==> config.mk <==
export PLATFORM = sky130hd
export DESIGN_NAME = muldiv_div_unit
export DESIGN_NICKNAME = d
export VERILOG_FILES = /design/src/rtl/muldiv_div_unit.sv
export SDC_FILE = /design/constraint.sdc
export NUM_CORES = 1
export LEC_CHECK = 0
export CORE_UTILIZATION = 50
export CTS_BUF_LIST = sky130_fd_sc_hd__clkbuf_4 sky130_fd_sc_hd__clkbuf_8 sky130_fd_sc_hd__clkbuf_16
export CTS_CLUSTER_SIZE = 8
export DETAILED_ROUTE_END_ITERATION = 10
export MAX_ROUTING_LAYER = met4
export PLACE_DENSITY = 0.7
export SYNTH_ARGS = -nofsm -noshare
export SYNTH_HDL_FRONTEND = slang
export SYNTH_SLANG_ARGS = --single-unit
export TNS_END_PERCENT = 5
==> constraint.sdc <==
create_clock -name CLK -period 4.5 [get_ports CLK]
set_input_delay 0.675 -clock CLK [delete_from_list [all_inputs] [get_ports CLK]]
set_output_delay 0.675 -clock CLK [all_outputs]
set_load 0.05 [all_outputs]
==> src/rtl/muldiv_div_unit.sv <==
// Iterative RV32M divide/remainder unit (DIV, DIVU, REM, REMU): restoring division,
// one quotient bit per cycle, with a Start/Busy/Done handshake for the hazard unit.
module muldiv_div_unit #(
  parameter int XLEN = 32,
  parameter int CNTW = 5
) (
  input  logic            CLK,
  input  logic            RST,
  input  logic            Start,
  input  logic [1:0]      DivOpE,
  input  logic [XLEN-1:0] A,
  input  logic [XLEN-1:0] B,
  output logic            Busy,
  output logic            Done,
  output logic [XLEN-1:0] DivResultE,
  output logic [3:0]      Flags,
  output logic [1:0]      state
);

  localparam logic [1:0] IDLE = 2'd0;
  localparam logic [1:0] CALC = 2'd1;
  localparam logic [1:0] FIX  = 2'd2;
  localparam logic [1:0] DONE = 2'd3;

  localparam logic [XLEN-1:0] INT_MIN = {1'b1, {(XLEN-1){1'b0}}};

  // Handshake: Start is accepted on an edge only while Busy is low (IDLE or DONE);
  // Done is high for exactly one cycle and DivResultE/Flags hold until the next FIX.
  logic [1:0]      op_q;
  logic [XLEN-1:0] a_q;
  logic [XLEN-1:0] dmag;
  logic [XLEN:0]   rem;
  logic [XLEN-1:0] quo;
  logic [CNTW-1:0] cnt;
  logic            neg_q;
  logic            neg_r;
  logic            dz;
  logic            ovf;

  logic            in_signed;
  logic [XLEN-1:0] a_mag;
  logic [XLEN-1:0] b_mag;
  logic            dz_in;
  logic            ovf_in;
  logic [XLEN:0]   rem_sh;
  logic [XLEN:0]   trial;
  logic [XLEN-1:0] res_fix;
  logic            c_fix;
  logic            v_fix;

  assign in_signed = ~DivOpE[0];
  assign a_mag     = (in_signed && A[XLEN-1]) ? -A : A;
  assign b_mag     = (in_signed && B[XLEN-1]) ? -B : B;
  assign dz_in     = (B == '0);
  assign ovf_in    = in_signed && (A == INT_MIN) && (B == '1);

  // Restoring step: shift {rem, quo} left, then trial-subtract the divisor magnitude.
  assign rem_sh = {rem[XLEN-1:0], quo[XLEN-1]};
  assign trial  = rem_sh - {1'b0, dmag};

  always_comb begin
    res_fix = '0;
    c_fix   = 1'b0;
    v_fix   = 1'b0;
    if (dz) begin
      c_fix   = 1'b1;
      res_fix = op_q[1] ? a_q : '1;
    end else if (ovf) begin
      v_fix   = 1'b1;
      res_fix = op_q[1] ? '0 : INT_MIN;
    end else if (op_q[1]) begin
      res_fix = (!op_q[0] && neg_r) ? -rem[XLEN-1:0] : rem[XLEN-1:0];
    end else begin
      res_fix = (!op_q[0] && neg_q) ? -quo : quo;
    end
  end

  always_ff @(posedge CLK or negedge RST) begin
    if (!RST) begin
      state      <= IDLE;
      op_q       <= '0;
      a_q        <= '0;
      dmag       <= '0;
      rem        <= '0;
      quo        <= '0;
      cnt        <= '0;
      neg_q      <= 1'b0;
      neg_r      <= 1'b0;
      dz         <= 1'b0;
      ovf        <= 1'b0;
      DivResultE <= '0;
      Flags      <= '0;
    end else begin
      case (state)
        IDLE, DONE: begin
          if (Start) begin
            op_q  <= DivOpE;
            a_q   <= A;
            dmag  <= b_mag;
            rem   <= '0;
            quo   <= a_mag;
            cnt   <= '1;
            neg_q <= A[XLEN-1] ^ B[XLEN-1];
            neg_r <= A[XLEN-1];
            dz    <= dz_in;
            ovf   <= ovf_in;
            state <= (dz_in || ovf_in) ? FIX : CALC;
          end else begin
            state <= IDLE;
          end
        end
        CALC: begin
          rem   <= trial[XLEN] ? rem_sh : trial;
          quo   <= {quo[XLEN-2:0], ~trial[XLEN]};
          cnt   <= cnt - 1'b1;
          if (cnt == '0) state <= FIX;
        end
        FIX: begin
          DivResultE <= res_fix;
          Flags      <= {(res_fix == '0), c_fix, v_fix, res_fix[XLEN-1]};
          state      <= DONE;
        end
        default: state <= IDLE;
      endcase
    end
  end

  assign Busy = (state == CALC) || (state == FIX);
  assign Done = (state == DONE);

endmodule

# --- Word level (Yosys, flattened, before mapping) ---
# Cells that the tools add are included.
word_totals:
  register_bits: 177
  latchBits: 0
  mem_bits_rw: 0
  romBits: 0
  out_inout_bits: 40
  elab_cells: 69
  n_memories: 0
op_classes:
  addsub: 6
  n_mul: 0
  div_mod_pow: 0
  order_cmp: 0
  eq_ne: 7
  n_shift: 0
  mux: 23
  bitwise_logic: 3
  reduce_logical: 17
op_table:
  columns: ["cell", "n"]
  rows:
  - ["32-bit two-way mux", 12]
  - ["32-bit negator", 4]
  - ["32-bit one-hot mux with 2 select lines", 2]
  - ["32-bit == test, second input constant", 2]
  - ["32-bit logical NOT", 2]
  - ["33-bit by 32-bit subtractor with 33-bit output", 1]
  - ["5-bit one-hot mux with 2 select lines", 1]
  - ["1-bit logical AND", 6]
  - ["2-bit two-way mux", 3]
  - ["2-bit one-hot mux with 3 select lines", 1]
  - ["5-bit logical NOT", 1]
  - ["5-bit two-way mux", 1]
  - ["5-bit by 1-bit subtractor with 5-bit output, second input constant", 1]
  - ["2-bit == test, second input constant", 2]
  - ["2-bit inequality test, second input constant", 2]
  - ["2-bit AND reduction", 2]
  - ["1-bit two-way mux", 3]
  - ["2-bit by 1-bit == test with 1-bit output, second input constant", 1]
  - ["2-bit logical NOT", 1]
  - ["1-bit logical OR", 2]
  - ["1-bit inverter", 2]
  - ["2-bit nonzero test", 1]
  - ["2-bit OR reduction", 1]
  - ["1-bit logical NOT", 1]
  - ["1-bit XOR", 1]

# --- Depth between registers and ports, before layout ---
# Gate-level depths: netlist of run 1.
logic_depth:
  word_depth: 7
  mapped_depth: 14

# --- Least setup slack after synthesis of run 1 ---
# No wires, ideal clock.
synth_path:
  path_type: "register to register"
  startpoint: "reg quo[31]"
  endpoint: "reg rem[4]"
  setup_time_ps: 126
  arrival_time_ps: 3059
  required_time_ps: 4374
  setup_slack_ps: 1316
  path_stages_with_launch: 15
  path_cell_list: "dfrtp_1 inv_1 ha_1 inv_1 fa_1 a211oi_2 nor4_2 nor4_2 o21ai_2 nand4_1 a41o_2 xor2_1 buf_2 nor4_1 a221o_1"
synth_between:
  elab_chain_cells: 3
synth_rtl:
  columns: ["element", "line_no", "text"]
  rows:
  - ["start: declaration", "33", "logic [XLEN-1:0] quo;"]
  - ["start signal: assignment", "101", "quo <= a_mag;"]
  - ["start signal: assignment", "114", "quo <= {quo[XLEN-2:0], ~trial[XLEN]};"]
  - ["33-bit by 32-bit subtractor with 33-bit output", "59", "assign trial = rem_sh - {1'b0, dmag};"]
  - ["32-bit two-way mux", "113", "rem <= trial[XLEN] ? rem_sh : trial;"]
  - ["32-bit one-hot mux with 2 select lines", "94", "case (state)"]
  - ["end signal: assignment", "113", null]
  - ["end: declaration", "32", "logic [XLEN:0] rem;"]
# Every way passes these cells.
# A chain may end at the register's enable or synchronous reset.

# --- Worst setup path in the final report of run 1 ---
# Same ends and word-level chain as after synthesis.

==> metrics.log, run 1 <==
[metrics] number of maximum-capacitance constraint violations: 0
[metrics] ports placed on the boundary: roughly 110
[metrics] part of the Yosys area used for sequential elements: between 30% and 40%
[metrics] critical register-to-register path startpoint: quo[31]
[metrics] EDFF count, synth: 0
[metrics] fraction of final layout cells with drive strength greater than 1: approximately a tenth
[metrics] Fin Setup TNS: 0 ns
[metrics] outcome: completed
[metrics] top cells by area, synth: sky130_fd_sc_hd__dfrtp_1 (34%), sky130_fd_sc_hd__mux2_2 (5.1%), sky130_fd_sc_hd__xnor2_1 (4.9%)
[metrics] total leakage power: slightly above 6 nW
[metrics] post-CTS clock slew at the launch and capture registers of the worst setup and hold paths: 0.08 ns
[metrics] placement row count: 58
[metrics] initial antenna violation count: 0
[metrics] top cells by instance count after synthesis: sky130_fd_sc_hd__dfrtp_1 (175), sky130_fd_sc_hd__o21ai_0 (124), sky130_fd_sc_hd__nand2_1 (123), sky130_fd_sc_hd__nor2_1 (121), sky130_fd_sc_hd__a21oi_1 (120)
[metrics] total global routing track utilization: between 30% and 40%
[metrics] type of the worst setup path: reg2reg
[metrics] Syn-to-layout area delta: 15.2%
[metrics] CTS sink cnt: 175
[metrics] count of port buffers added during placement: 108
[metrics] Die Height: 162 um
[metrics] net total in the final layout: between 1500 and 2000
[metrics] Final Setup Violations: 0
[metrics] Detailed Routing Iterations Pass 1: 6
[metrics] average wire per standard cell: between 20 and 25 um
[metrics] count of distinct cell types in the synthesized netlist: 83
[metrics] relative contribution of the clock network to total power: roughly 16%
[metrics] n_diodes: 0
[metrics] HPWL reported at the end of detailed placement: 30.2 mm
[metrics] Post-CTS Setup Bufs: 0
[metrics] Critical Path Sink Type: flip-flop
[metrics] end of the worst register-to-register path: rem[4]
[metrics] number of fill cells in the layout: between 2000 and 2500
[metrics] synthesized netlist net count: about 1600
[metrics] count of synthesis-stage warnings from yosys: 0
[metrics] Cell Int Power: 5.00 mW
[metrics] initial core utilization: about 50%
[metrics] DRT iter0 DRCs: about 1600
[metrics] total grt overflow: 0
[metrics] # resized after CTS: 0
[metrics] ys flop type: sky130_fd_sc_hd__dfrtp_1
[metrics] kind of launch point of the worst setup path: flip-flop
[metrics] vias per inst: roughly 6.3
[metrics] RePlAce Congestion: 0.956
[metrics] post-route core utilization: 58.6%
[metrics] r2r worst-path depth: 14
[metrics] worst hold path class: in2async
[metrics] Skew-Pair Late Insertion Delay: ~0.44 ns
[metrics] peak supply drop: between 0.4 and 0.5 mV
[metrics] cts-stage hold buffer count: 0
[metrics] final number of hold-violating endpoints: 0
[metrics] Avg Synthesized Cell Area: 8.45 um^2
[metrics] maximum number of pins on one net before global-route repair: 98
[metrics] overall die area: 0.0262 mm^2
[metrics] critical path data arrival time: around 4 ns
[metrics] number of global-route vias before repair: approximately 11000
[metrics] combined area of all synthesized cells: 0.0128 mm^2
[metrics] switching power of the nets: ~4.8 mW
[metrics] min cycle time layout: 3.69 ns
[metrics] cell count after synthesis: 1511
[metrics] Critical Path Fanout Max: between 40 and 50
[metrics] Post-Route WL: 40.6 mm
[metrics] antenna violation net count after detailed routing: 0
[metrics] post-synthesis sequential element count: between 150 and 200
[metrics] register-to-register setup slack: between 0.8 and 0.9 ns
[metrics] cts bufs inserted: 17
[metrics] cell area power density: between 600 and 700 mW/mm^2
[metrics] number of H-tree levels: 4
[metrics] most frequent cell after synthesis: sky130_fd_sc_hd__dfrtp_1
[metrics] share of Yosys cell area claimed by the top area cell type: between 30 and 40%
[metrics] Highest Clock Rate: 271 MHz
[metrics] switching fraction of total power: between 40% and 50%
[metrics] share of the clock period used by the worst path: between 80 and 90%
[metrics] Worst Clk Skew: 0.0148 ns
[metrics] slew of the pin with the lowest slew margin: approximately 1.1 ns
[metrics] wire length of the first global-routing pass: 63.2 mm
[metrics] relative max-transition margin: a little under a quarter
[metrics] total DRC errors in the routed layout: 0
[metrics] TritonCTS clock tree: done
[metrics] sequential share of power: slightly below 30%
[metrics] combinational fraction of design power: 54.8%
[metrics] x dimension of the die: 162 um
[metrics] placeable core region: between 0.02 and 0.03 mm^2
[metrics] unrepaired setup endpoints after global routing: false
[metrics] fraction of registers with async set/reset: 100%
[metrics] leading area contributor after synthesis: sky130_fd_sc_hd__dfrtp_1
[metrics] via count: 12000
[metrics] count of pins over their slew limit: 0
[metrics] required arrival time at the worst endpoint: around 4.8 ns
[metrics] root buf cell: sky130_fd_sc_hd__clkbuf_16
[metrics] CTS max path bufs: 2
power groups by stage:
stage / clock network [mW] / registers, mW / logic (mW)
finish: 1.56 / 2.86 / 5.37
global route: 1.63 / 2.93 / 5.77
CTS: 1.56 / 2.83 / 5.28
detailed placement: 0 / 2.86 / 5.25
global placement: 0 / 2.83 / 5.18
floorplan: 0 / 3.04 / 3.38
registers in the layout (all words and copies together) (netlist names):
signal and count:
a_q 32, dmag 32, quo 32, rem 32
DivResultE 31, cnt 5, Flags 4, op_q 2
state 2, dz 1, neg_q 1, ovf 1
per-stage QoR:
step | setup slack, ns | power (mW) | cells | hold slack, ns | area, um^2
6_report | 0.810 | 9.78 | 1907 | 0.308 | 14700
5_1_grt | 0.492 | 10.3 | 1907 | 0.375 | 14700
4_1_cts | 0.839 | 9.67 | 1907 | 0.354 | 14700
3_5_place_dp | 0.850 | 8.10 | 1875 | 0.473 | 14100
3_3_place_gp | 0.940 | 8.01 | 1875 | 0.462 | 14100
2_1_floorplan | 1.32 | 6.41 | 1511 | 0.379 | 12800
logic make-up after synthesis:
| group | share of synthesized area, % |
|---|---|
| simple gates | 18.2 |
| compound gates | 22.6 |
| flops | 34.3 |
| buf+inv | 4.95 |
| xor+xnor | 9.61 |
| mux | 6.05 |
| fa+ha+maj | 4.27 |
cell type report:
cell class	instances	area (um^2)	area share, %
clock buffer	18	433	2.94
clock inverter	14	175	1.19
inverter	69	259	1.76
multi-input combinational	1171	7790	53.0
sequential	175	4380	29.8
tap	330	413	2.81
timing repair buffer	130	1260	8.57
worst max-delay path by stage:
stage	end	startpoint	slack, ns	depth (start not counted)
2_1_floorplan	rem[4]	quo[31]	1.32	14
3_3_place_gp	quo[30]	A[2]	0.94	10
3_5_place_dp	rem[4]	quo[31]	0.85	14
4_1_cts	rem[19]	quo[31]	0.84	14
5_1_grt	rem[19]	quo[31]	0.49	14
6_report	rem[4]	quo[31]	0.81	14
worst max-delay path, stage by stage, from the launching register on:
cell	delay [ns]
sky130_fd_sc_hd__dfrtp_1	0.38
sky130_fd_sc_hd__inv_1	0.12
sky130_fd_sc_hd__ha_1	0.17
sky130_fd_sc_hd__inv_1	0.05
sky130_fd_sc_hd__fa_1	0.44
sky130_fd_sc_hd__a211oi_2	0.31
sky130_fd_sc_hd__nor4_2	0.10
sky130_fd_sc_hd__nor4_2	0.41
sky130_fd_sc_hd__o21ai_2	0.17
sky130_fd_sc_hd__nand4_1	0.17
sky130_fd_sc_hd__a41o_2	0.29
sky130_fd_sc_hd__xor2_2	0.14
sky130_fd_sc_hd__buf_4	0.41
sky130_fd_sc_hd__nor4_1	0.10
sky130_fd_sc_hd__a221o_1	0.30
metal layers:
metal	global-route usage (%)	wire length, um	up-vias
met4	8.32	747	0
li1	-	-	5629
met2	44.2	17200	558
met3	7.25	3810	57
met5	-	0	-
met1	47.1	18900	5791
cell usage in the layout (no fill, tap or decap), types with 9 or more instances in the layout:
master	instances
sky130_fd_sc_hd__mux2i_1	12
sky130_fd_sc_hd__nand2_1	122
sky130_fd_sc_hd__clkdlybuf4s50_1	107
sky130_fd_sc_hd__o31ai_1	19
sky130_fd_sc_hd__a21oi_1	120
sky130_fd_sc_hd__nand3_1	57
sky130_fd_sc_hd__and3_1	10
sky130_fd_sc_hd__nor2b_1	9
sky130_fd_sc_hd__o22ai_1	18
sky130_fd_sc_hd__o221ai_1	16
sky130_fd_sc_hd__a211oi_1	11
sky130_fd_sc_hd__xnor2_1	71
sky130_fd_sc_hd__inv_1	68
sky130_fd_sc_hd__clkbuf_16	17
sky130_fd_sc_hd__o41ai_1	11
sky130_fd_sc_hd__nand4_1	20
sky130_fd_sc_hd__mux2_2	58
sky130_fd_sc_hd__a32oi_1	12
sky130_fd_sc_hd__or3_1	9
sky130_fd_sc_hd__o211ai_1	10
sky130_fd_sc_hd__xor2_1	65
sky130_fd_sc_hd__nor2_1	120
sky130_fd_sc_hd__nand2b_1	16
sky130_fd_sc_hd__nor3_1	37
sky130_fd_sc_hd__nor4_1	14
sky130_fd_sc_hd__buf_4	21
sky130_fd_sc_hd__nor3b_1	9
sky130_fd_sc_hd__dfrtp_1	175
sky130_fd_sc_hd__o21ai_0	123
sky130_fd_sc_hd__a31oi_1	23
sky130_fd_sc_hd__o311ai_1	11
sky130_fd_sc_hd__a21o_1	14
sky130_fd_sc_hd__ha_1	41
(Power assumes the default switching activity.)
==> inputs of run 2 (changes only) <==
Settings changed: PLACE_DENSITY 0.7 to 0.73.
Clock period 4.5 ns to 3.3 ns, I/O delays scaled along.
==> run 2 against run 1 <==
  * Clock skew grew 0.0049 ns
  * Register-to-register slack lost 0.66 ns
  * Cell count grew 4.2%
  * Largest power group unchanged
  * Global-route usage grew 1.7 points
  * Core utilization grew 2.6 points
  * Highest routed layer unchanged
==> metrics.log, run 2 (synthesis gave the netlist of run 1 again) <==
[metrics] Worst Clk Skew: 0.0197 ns (was 0.0148 ns)
[metrics] Cell Int Power: 7.01 mW (was 5.00 mW)
[metrics] via count: 12700 (was 12000)
[metrics] placeable core region: 0.0251 mm^2 (unchanged)
[metrics] worst hold path class: in2async (unchanged)
[metrics] switching fraction of total power: 48.8% (was 48.9%)
[metrics] average wire per standard cell: 21.2 um (was 21.3 um)
[metrics] Die Height: 162 um (unchanged)
[metrics] Critical Path Fanout Max: 32 (was 41)
[metrics] antenna violation net count after detailed routing: 0 (unchanged)
[metrics] overall die area: 0.0262 mm^2 (unchanged)
[metrics] Post-Route WL: 42.2 mm (was 40.6 mm)
[metrics] Skew-Pair Late Insertion Delay: 0.44 ns (about the same)
[metrics] placement row count: 58 (unchanged)
[metrics] cts-stage hold buffer count: 0 (unchanged)
[metrics] Critical Path Sink Type: flip-flop (unchanged)
[metrics] cell total after placement: 1954 (was 1875)
[metrics] number of global-route vias before repair: 11700 (was 11100)
[metrics] x dimension of the die: 162 um (unchanged)
[metrics] cts bufs inserted: 17 (unchanged)
[metrics] RePlAce Congestion: 0.971 (was 0.956)
[metrics] Fin Setup TNS: 0 ns (unchanged)
[metrics] total global routing track utilization: 33.9% (was 32.2%)
[metrics] required arrival time at the worst endpoint: 3.62 ns (was 4.81 ns)
[metrics] post-CTS clock slew at the launch and capture registers of the worst setup and hold paths: 0.08 ns (about the same)
[metrics] min cycle time layout: 3.15 ns (was 3.69 ns)
[metrics] number of fill cells in the layout: 2253 (was 2332)
[metrics] cells traversed along the worst timing path: inv_1 > ha_1 > inv_1 > fa_1 > a211oi_4 > nor4_4 > nor4_2 > buf_4 > o21ai_2 > nand4_1 > a41o_2 > xor2_4 > buf_12 > nor4_1 > a221o_1 (was inv_1 > ha_1 > inv_1 > fa_1 > a211oi_2 > nor4_2 > nor4_2 > o21ai_2 > nand4_1 > a41o_2 > xor2_2 > buf_4 > nor4_1 > a221o_1)
[metrics] slowest cell delay on critical path: 0.42 ns (was 0.44 ns)
[metrics] switching power of the nets: 6.69 mW (was 4.79 mW)
[metrics] most common cell after layout, fill and taps aside: sky130_fd_sc_hd__dfrtp_1 (unchanged)
[metrics] cell area power density: 892 mW/mm^2 (was 665 mW/mm^2)
[metrics] n_diodes: 0 (unchanged)
[metrics] maximum number of pins on one net before global-route repair: 68 (was 98)
[metrics] vias per inst: 6.38 (was 6.31)
[metrics] share of the clock period used by the worst path: 95.6% (was 82.0%)
[metrics] cell repeated most along the worst path: sky130_fd_sc_hd__inv_1
[metrics] outcome: completed (unchanged)
[metrics] CTS sink cnt: 175 (unchanged)
[metrics] HPWL reported at the end of detailed placement: 32.2 mm (was 30.2 mm)
[metrics] final number of hold-violating endpoints: 0 (unchanged)
[metrics] relative max-transition margin: 46.8% (was 23.9%)
[metrics] initial antenna violation count: 0 (unchanged)
[metrics] TritonCTS clock tree: done (unchanged)
[metrics] master of the slowest instance on the critical path: sky130_fd_sc_hd__fa_1 (unchanged)
[metrics] number of maximum-capacitance constraint violations: 0 (unchanged)
[metrics] net total in the final layout: 1757 (was 1676)
[metrics] type of the worst setup path: reg2reg (unchanged)
[metrics] count of port buffers added during placement: 108 (unchanged)
[metrics] wire length of the first global-routing pass: 66.5 mm (was 63.2 mm)
[metrics] count of pins over their slew limit: 0 (unchanged)
[metrics] total leakage power: 6.50 nW (was 6.07 nW)
[metrics] unrepaired setup endpoints after global routing: false (unchanged)
[metrics] total DRC errors in the routed layout: 0 (unchanged)
[metrics] ports placed on the boundary: 109 (unchanged)
[metrics] initial core utilization: 50.9% (unchanged)
[metrics] Final Setup Violations: 0 (unchanged)
[metrics] critical path data arrival time: 3.47 ns (was 4.00 ns)
[metrics] sequential share of power: 28.4% (was 29.3%)
[metrics] number of H-tree levels: 4 (unchanged)
[metrics] DRT iter0 DRCs: 1549 (was 1580)
[metrics] Detailed Routing Iterations Pass 1: 6 (unchanged)
[metrics] Syn-to-layout area delta: 20.3% (was 15.2%)
[metrics] relative contribution of the clock network to total power: 15.1% (was 15.9%)
[metrics] Highest Clock Rate: 317 MHz (was 271 MHz)
[metrics] r2r worst-path depth: 15 (was 14)
[metrics] peak supply drop: 0.883 mV (was 0.417 mV)
[metrics] root buf cell: sky130_fd_sc_hd__clkbuf_16 (unchanged)
[metrics] total grt overflow: 0 (unchanged)
[metrics] kind of launch point of the worst setup path: flip-flop (unchanged)
[metrics] combinational fraction of design power: 56.5% (was 54.8%)
[metrics] CTS max path bufs: 2 (unchanged)
[metrics] highest-count cells in the layout ignoring fill and taps: sky130_fd_sc_hd__dfrtp_1 (175), sky130_fd_sc_hd__o21ai_0 (123), sky130_fd_sc_hd__nand2_1 (122), sky130_fd_sc_hd__nor2_1 (120), sky130_fd_sc_hd__a21oi_1 (120) (unchanged)
[metrics] fraction of final layout cells with drive strength greater than 1: 14.2% (was 9.45%)
[metrics] slew of the pin with the lowest slew margin: 0.796 ns (was 1.14 ns)
[metrics] number of non-filler instances in the completed layout: 1988 (was 1907)
[run 2: final timing paths]
path	to	slack (ns)	from
worst max register to register	rem[4]	0.15	quo[31]
worst min-delay path	DivResultE[14]	0.007	RST
max in group asynchronous	rem[1]	2.42	RST
min in group CLK	dmag[23]	0.48	dmag[23]
worst min register to register	dmag[23]	0.48	dmag[23]
worst max-delay path	rem[4]	0.15	quo[31]
[run 2: through the flow]
stage / setup WS (ns) / utilization [%] / area [um^2] / total power [mW] / hold slack, ns
finish: 0.145 / 61.2 / 15400 / 13.7 / 0.00650
detailed placement: 0.0113 / 58.6 / 14700 / 11.4 / 0.471
floorplan: 0.116 / - / 12800 / 8.75 / 0.199
global route: 0.0158 / 61.2 / 15400 / 14.5 / 0.0412
global placement: 0.0799 / 58.6 / 14700 / 11.2 / 0.462
CTS: 0.0335 / 60.9 / 15300 / 13.5 / 0.0226
[run 2: final cells by class]
cell class / instances / area, um^2 / area share [%]
clock buffer: 19 / 440 / 2.87
clock inverter: 13 / 143 / 0.928
inverter: 69 / 259 / 1.68
multi-input combinational: 1171 / 7850 / 51.0
sequential: 175 / 4380 / 28.5
tap: 330 / 413 / 2.69
timing repair buffer: 211 / 1890 / 12.3
[run 2: critical path: cells and delay by family, from the launching register on]
kind                       cells  cell delay [ns]
AOI/OAI and AO/OA              4             0.96
xor gates and xnor gates       1             0.20
adders and majority gates      2             0.58
buffers and inverters          4             0.50
DFF                            1             0.38
and+or+nand+nor                4             0.42
[run 2: what timing repair did]
action / CTS / global route
hold endpoints to repair: 0 / 0
gates resized for setup: 0 / 11
buffers inserted: 0 / 2
setup endpoints to repair: 0 / 6
[run 2: power groups by stage]
stage	logic [mW]	clock network (mW)	registers, mW
final	7.75	2.07	3.89
after global routing	8.34	2.18	3.98
after CTS	7.55	2.08	3.84
after detailed placement	7.51	0	3.87
after global placement	7.40	0	3.83
after floorplan	4.61	0	4.14
[run 2: per-layer routing]
layer / vias to the layer above / GRT usage [%] / wire length (um)
li1: 5793 / - / -
met1: 6151 / 50.5 / 19300
met2: 670 / 47.4 / 18000
met3: 60 / 6.41 / 4230
met4: 0 / 7.16 / 671
met5: - / - / 0
==> inputs of run 3 (changes only) <==
Settings changed: PLACE_DENSITY 0.73 to default, PLACE_DENSITY_LB_ADDON from default to 0.05.
Clock period 3.3 ns to 3.1 ns, I/O delays scaled along.
==> run 3 against run 2 <==
  * The run now ends with negative setup slack left
  * Via count increased by 0.28%
  * Global-route usage increased by 0.86 points
  * Clock-buffer cell count decreased by 2
  * Critical endpoint unchanged
==> metrics.log, run 3 (synthesis gave the netlist of run 1 again) <==
[metrics] outcome: complete, but fails checks (was completed)
[metrics] violations in the final reports: negative setup slack
[metrics] Post-Route WL: 43.8 mm (was 42.2 mm)
[metrics] initial core utilization: 50.9% (unchanged)
[metrics] critical register-to-register path startpoint: quo[31] (unchanged)
[metrics] peak supply drop: 0.958 mV (was 0.883 mV)
[metrics] min cycle time layout: 3.14 ns (was 3.15 ns)
[metrics] Critical Path Fanout Max: 11 (was 32)
[metrics] slew of the pin with the lowest slew margin: 0.754 ns (was 0.796 ns)
[metrics] CTS max path bufs: 2 (unchanged)
[metrics] Worst Clk Skew: 0.0152 ns (was 0.0197 ns)
[metrics] count of pins over their slew limit: 0 (unchanged)
[metrics] total global routing track utilization: 34.7% (was 33.9%)
[metrics] average wire per standard cell: 21.4 um (was 21.2 um)
[metrics] total grt overflow: 0 (unchanged)
[metrics] HPWL reported at the end of detailed placement: 33.9 mm (was 32.2 mm)
[metrics] placement row count: 58 (unchanged)
[metrics] number of global-route vias before repair: 11700 (about the same)
[metrics] pre-CTS setup slack: -0.128 ns (was 0.0113 ns)
[metrics] total DRC errors in the routed layout: 0 (unchanged)
[metrics] r2r worst-path depth: 15 (unchanged)
[metrics] Skew-Pair Late Insertion Delay: 0.44 ns (about the same)
[metrics] slowest cell delay on critical path: 0.38 ns (was 0.42 ns)
[metrics] cell area power density: 941 mW/mm^2 (was 892 mW/mm^2)
[metrics] number of maximum-capacitance constraint violations: 0 (unchanged)
[metrics] post-route setup slack: -0.0438 ns (was 0.145 ns)
[metrics] type of the worst setup path: reg2reg (unchanged)
[metrics] Highest Clock Rate: 318 MHz (was 317 MHz)
[metrics] ports placed on the boundary: 109 (unchanged)
[metrics] post-CTS clock slew at the launch and capture registers of the worst setup and hold paths: 0.08 ns (about the same)
[metrics] register-to-register setup slack: -0.04 ns (was 0.15 ns)
[metrics] Final Setup Violations: 5 (was 0)
[metrics] TritonCTS clock tree: done (unchanged)
[metrics] number of fill cells in the layout: 2231 (was 2253)
[metrics] overall die area: 0.0262 mm^2 (unchanged)
[metrics] Multi-input gate area: 0.00794 mm^2 (was 0.00785 mm^2)
[metrics] total leakage power: 6.84 nW (was 6.50 nW)
[metrics] n_diodes: 0 (unchanged)
[metrics] Critical Path Sink Type: flip-flop (unchanged)
[metrics] net total in the final layout: 1816 (was 1757)
[metrics] via count: 12700 (about the same)
[metrics] critical path data arrival time: 3.47 ns (about the same)
[metrics] placeable core region: 0.0251 mm^2 (unchanged)
[metrics] kind of launch point of the worst setup path: flip-flop (unchanged)
[metrics] CTS sink cnt: 175 (unchanged)
[metrics] cells traversed along the worst timing path: inv_1 > ha_2 > inv_1 > fa_2 > a211oi_4 > nor4_2 > nor4_2 > buf_4 > o21ai_2 > nand4_1 > a41o_4 > xor2_4 > buf_12 > nor4_1 > a221o_1 (was inv_1 > ha_1 > inv_1 > fa_1 > a211oi_4 > nor4_4 > nor4_2 > buf_4 > o21ai_2 > nand4_1 > a41o_2 > xor2_4 > buf_12 > nor4_1 > a221o_1)
[metrics] x dimension of the die: 162 um (unchanged)
[metrics] vias per inst: 6.21 (was 6.38)
[metrics] final worst hold slack: 0.00222 ns (was 0.00650 ns)
[metrics] highest-count cells in the layout ignoring fill and taps: sky130_fd_sc_hd__dfrtp_1 (175), sky130_fd_sc_hd__buf_4 (155), sky130_fd_sc_hd__nand2_1 (121), sky130_fd_sc_hd__nor2_1 (120), sky130_fd_sc_hd__a21oi_1 (120) (was sky130_fd_sc_hd__dfrtp_1 (175), sky130_fd_sc_hd__o21ai_0 (123), sky130_fd_sc_hd__nand2_1 (122), sky130_fd_sc_hd__nor2_1 (120), sky130_fd_sc_hd__a21oi_1 (120))
[metrics] master of the slowest instance on the critical path: sky130_fd_sc_hd__dfrtp_1 (was sky130_fd_sc_hd__fa_1)
[metrics] unrepaired setup endpoints after global routing: true (was false)
[metrics] initial antenna violation count: 0 (unchanged)
[metrics] maximum number of pins on one net before global-route repair: 71 (was 68)
[metrics] antenna violation net count after detailed routing: 0 (unchanged)
[metrics] number of H-tree levels: 4 (unchanged)
[metrics] end of the worst register-to-register path: rem[4] (unchanged)
[metrics] Syn-to-layout area delta: 25.3% (was 20.3%)
[metrics] fraction of final layout cells with drive strength greater than 1: 17.9% (was 14.2%)
[metrics] sequential standard cell area: 0.00438 mm^2 (unchanged)
[metrics] count of port buffers added during placement: 108 (unchanged)
[metrics] final number of hold-violating endpoints: 0 (unchanged)
[metrics] share of the clock period used by the worst path: 101% (was 95.6%)
[metrics] relative max-transition margin: 49.1% (was 46.8%)
[metrics] worst hold path class: in2async (unchanged)
[metrics] RePlAce Congestion: 0.976 (was 0.971)
[metrics] cts bufs inserted: 17 (unchanged)
[metrics] start point of the critical path: quo[31] (unchanged)
[metrics] root buf cell: sky130_fd_sc_hd__clkbuf_16 (unchanged)
[metrics] DRT iter0 DRCs: 1405 (was 1549)
[metrics] Detailed Routing Iterations Pass 1: 8 (was 6)
[metrics] most common cell after layout, fill and taps aside: sky130_fd_sc_hd__dfrtp_1 (unchanged)
[metrics] required arrival time at the worst endpoint: 3.43 ns (was 3.62 ns)
[metrics] wire length of the first global-routing pass: 67.5 mm (was 66.5 mm)
[metrics] timing endpoint of the critical path: rem[4] (unchanged)
[metrics] Die Height: 162 um (unchanged)
[run 3: per-layer routing]
metal  routed length, um  global-route usage (%)  part of all wire [%]
met2               18500                    48.7                    42
met3                3840                    6.41                   8.8
met5                   0                       -                     0
met4                1070                    9.95                   2.4
met1               20400                    50.7                    46
[run 3: what timing repair did]
item,CTS,global route
setup endpoints to repair,21,34
gates cloned,1,0
hold buffers,0,0
pin swaps,4,2
resized for setup,7,27
setup buffers,1,0
[run 3: metrics by stage]
step                      power [mW]  instance area, um^2  util (%)  TNS, ns  instances
after global placement          12.3                15200      60.5   -0.503       2013
after global routing            15.9                16000      63.7    -5.75       2047
after CTS                       14.8                15900      63.3        0       2047
final                           15.1                16000      63.7   -0.176       2047
after floorplan                 9.31                12800         -        0       1511
after detailed placement        12.5                15200      60.5    -1.26       2013
[run 3: report_power, final]
group / total, mW / switching (mW) / internal (mW)
clock: 2.30 / 1.06 / 1.23
sequential: 4.13 / 0.938 / 3.19
combinational: 8.63 / 5.28 / 3.36
total: 15.1 / 7.28 / 7.78
[run 3: worst min path at each step]
| stage | start | end | slack (ns) | cells after the start |
|---|---|---|---|---|
| after detailed placement | dmag[9] | dmag[9] | 0.47 | 2 |
| after global routing | RST | rem[25] | 0.07 | 1 |
| final | RST | rem[25] | 0.002 | 1 |
| after CTS | RST | rem[25] | 0.07 | 1 |
| after global placement | DivResultE[0] | DivResultE[0] | 0.46 | 1 |
| after floorplan | RST | DivResultE[0] | 0.17 | 0 |
[run 3: layout make-up]
cell class	instances	area share (%)
Inverter	69	1.62
Timing Repair Buffer	270	14.9
Sequential cell	175	27.4
Multi-Input combinational cell	1171	49.6
Clock inverter	15	1.21
Clock buffer	17	2.66
Tap cell	330	2.58
[run 3: critical path: cells and delay by family, from the launching register on]
| kind | cells | cell delay, ns |
|---|---|---|
| adders and majority gates | 2 | 0.54 |
| buffers and inverters | 4 | 0.47 |
| DFF | 1 | 0.38 |
| AOI/OAI and AO/OA | 4 | 0.93 |
| xor gates and xnor gates | 1 | 0.21 |
| and+or+nand+nor | 4 | 0.49 |
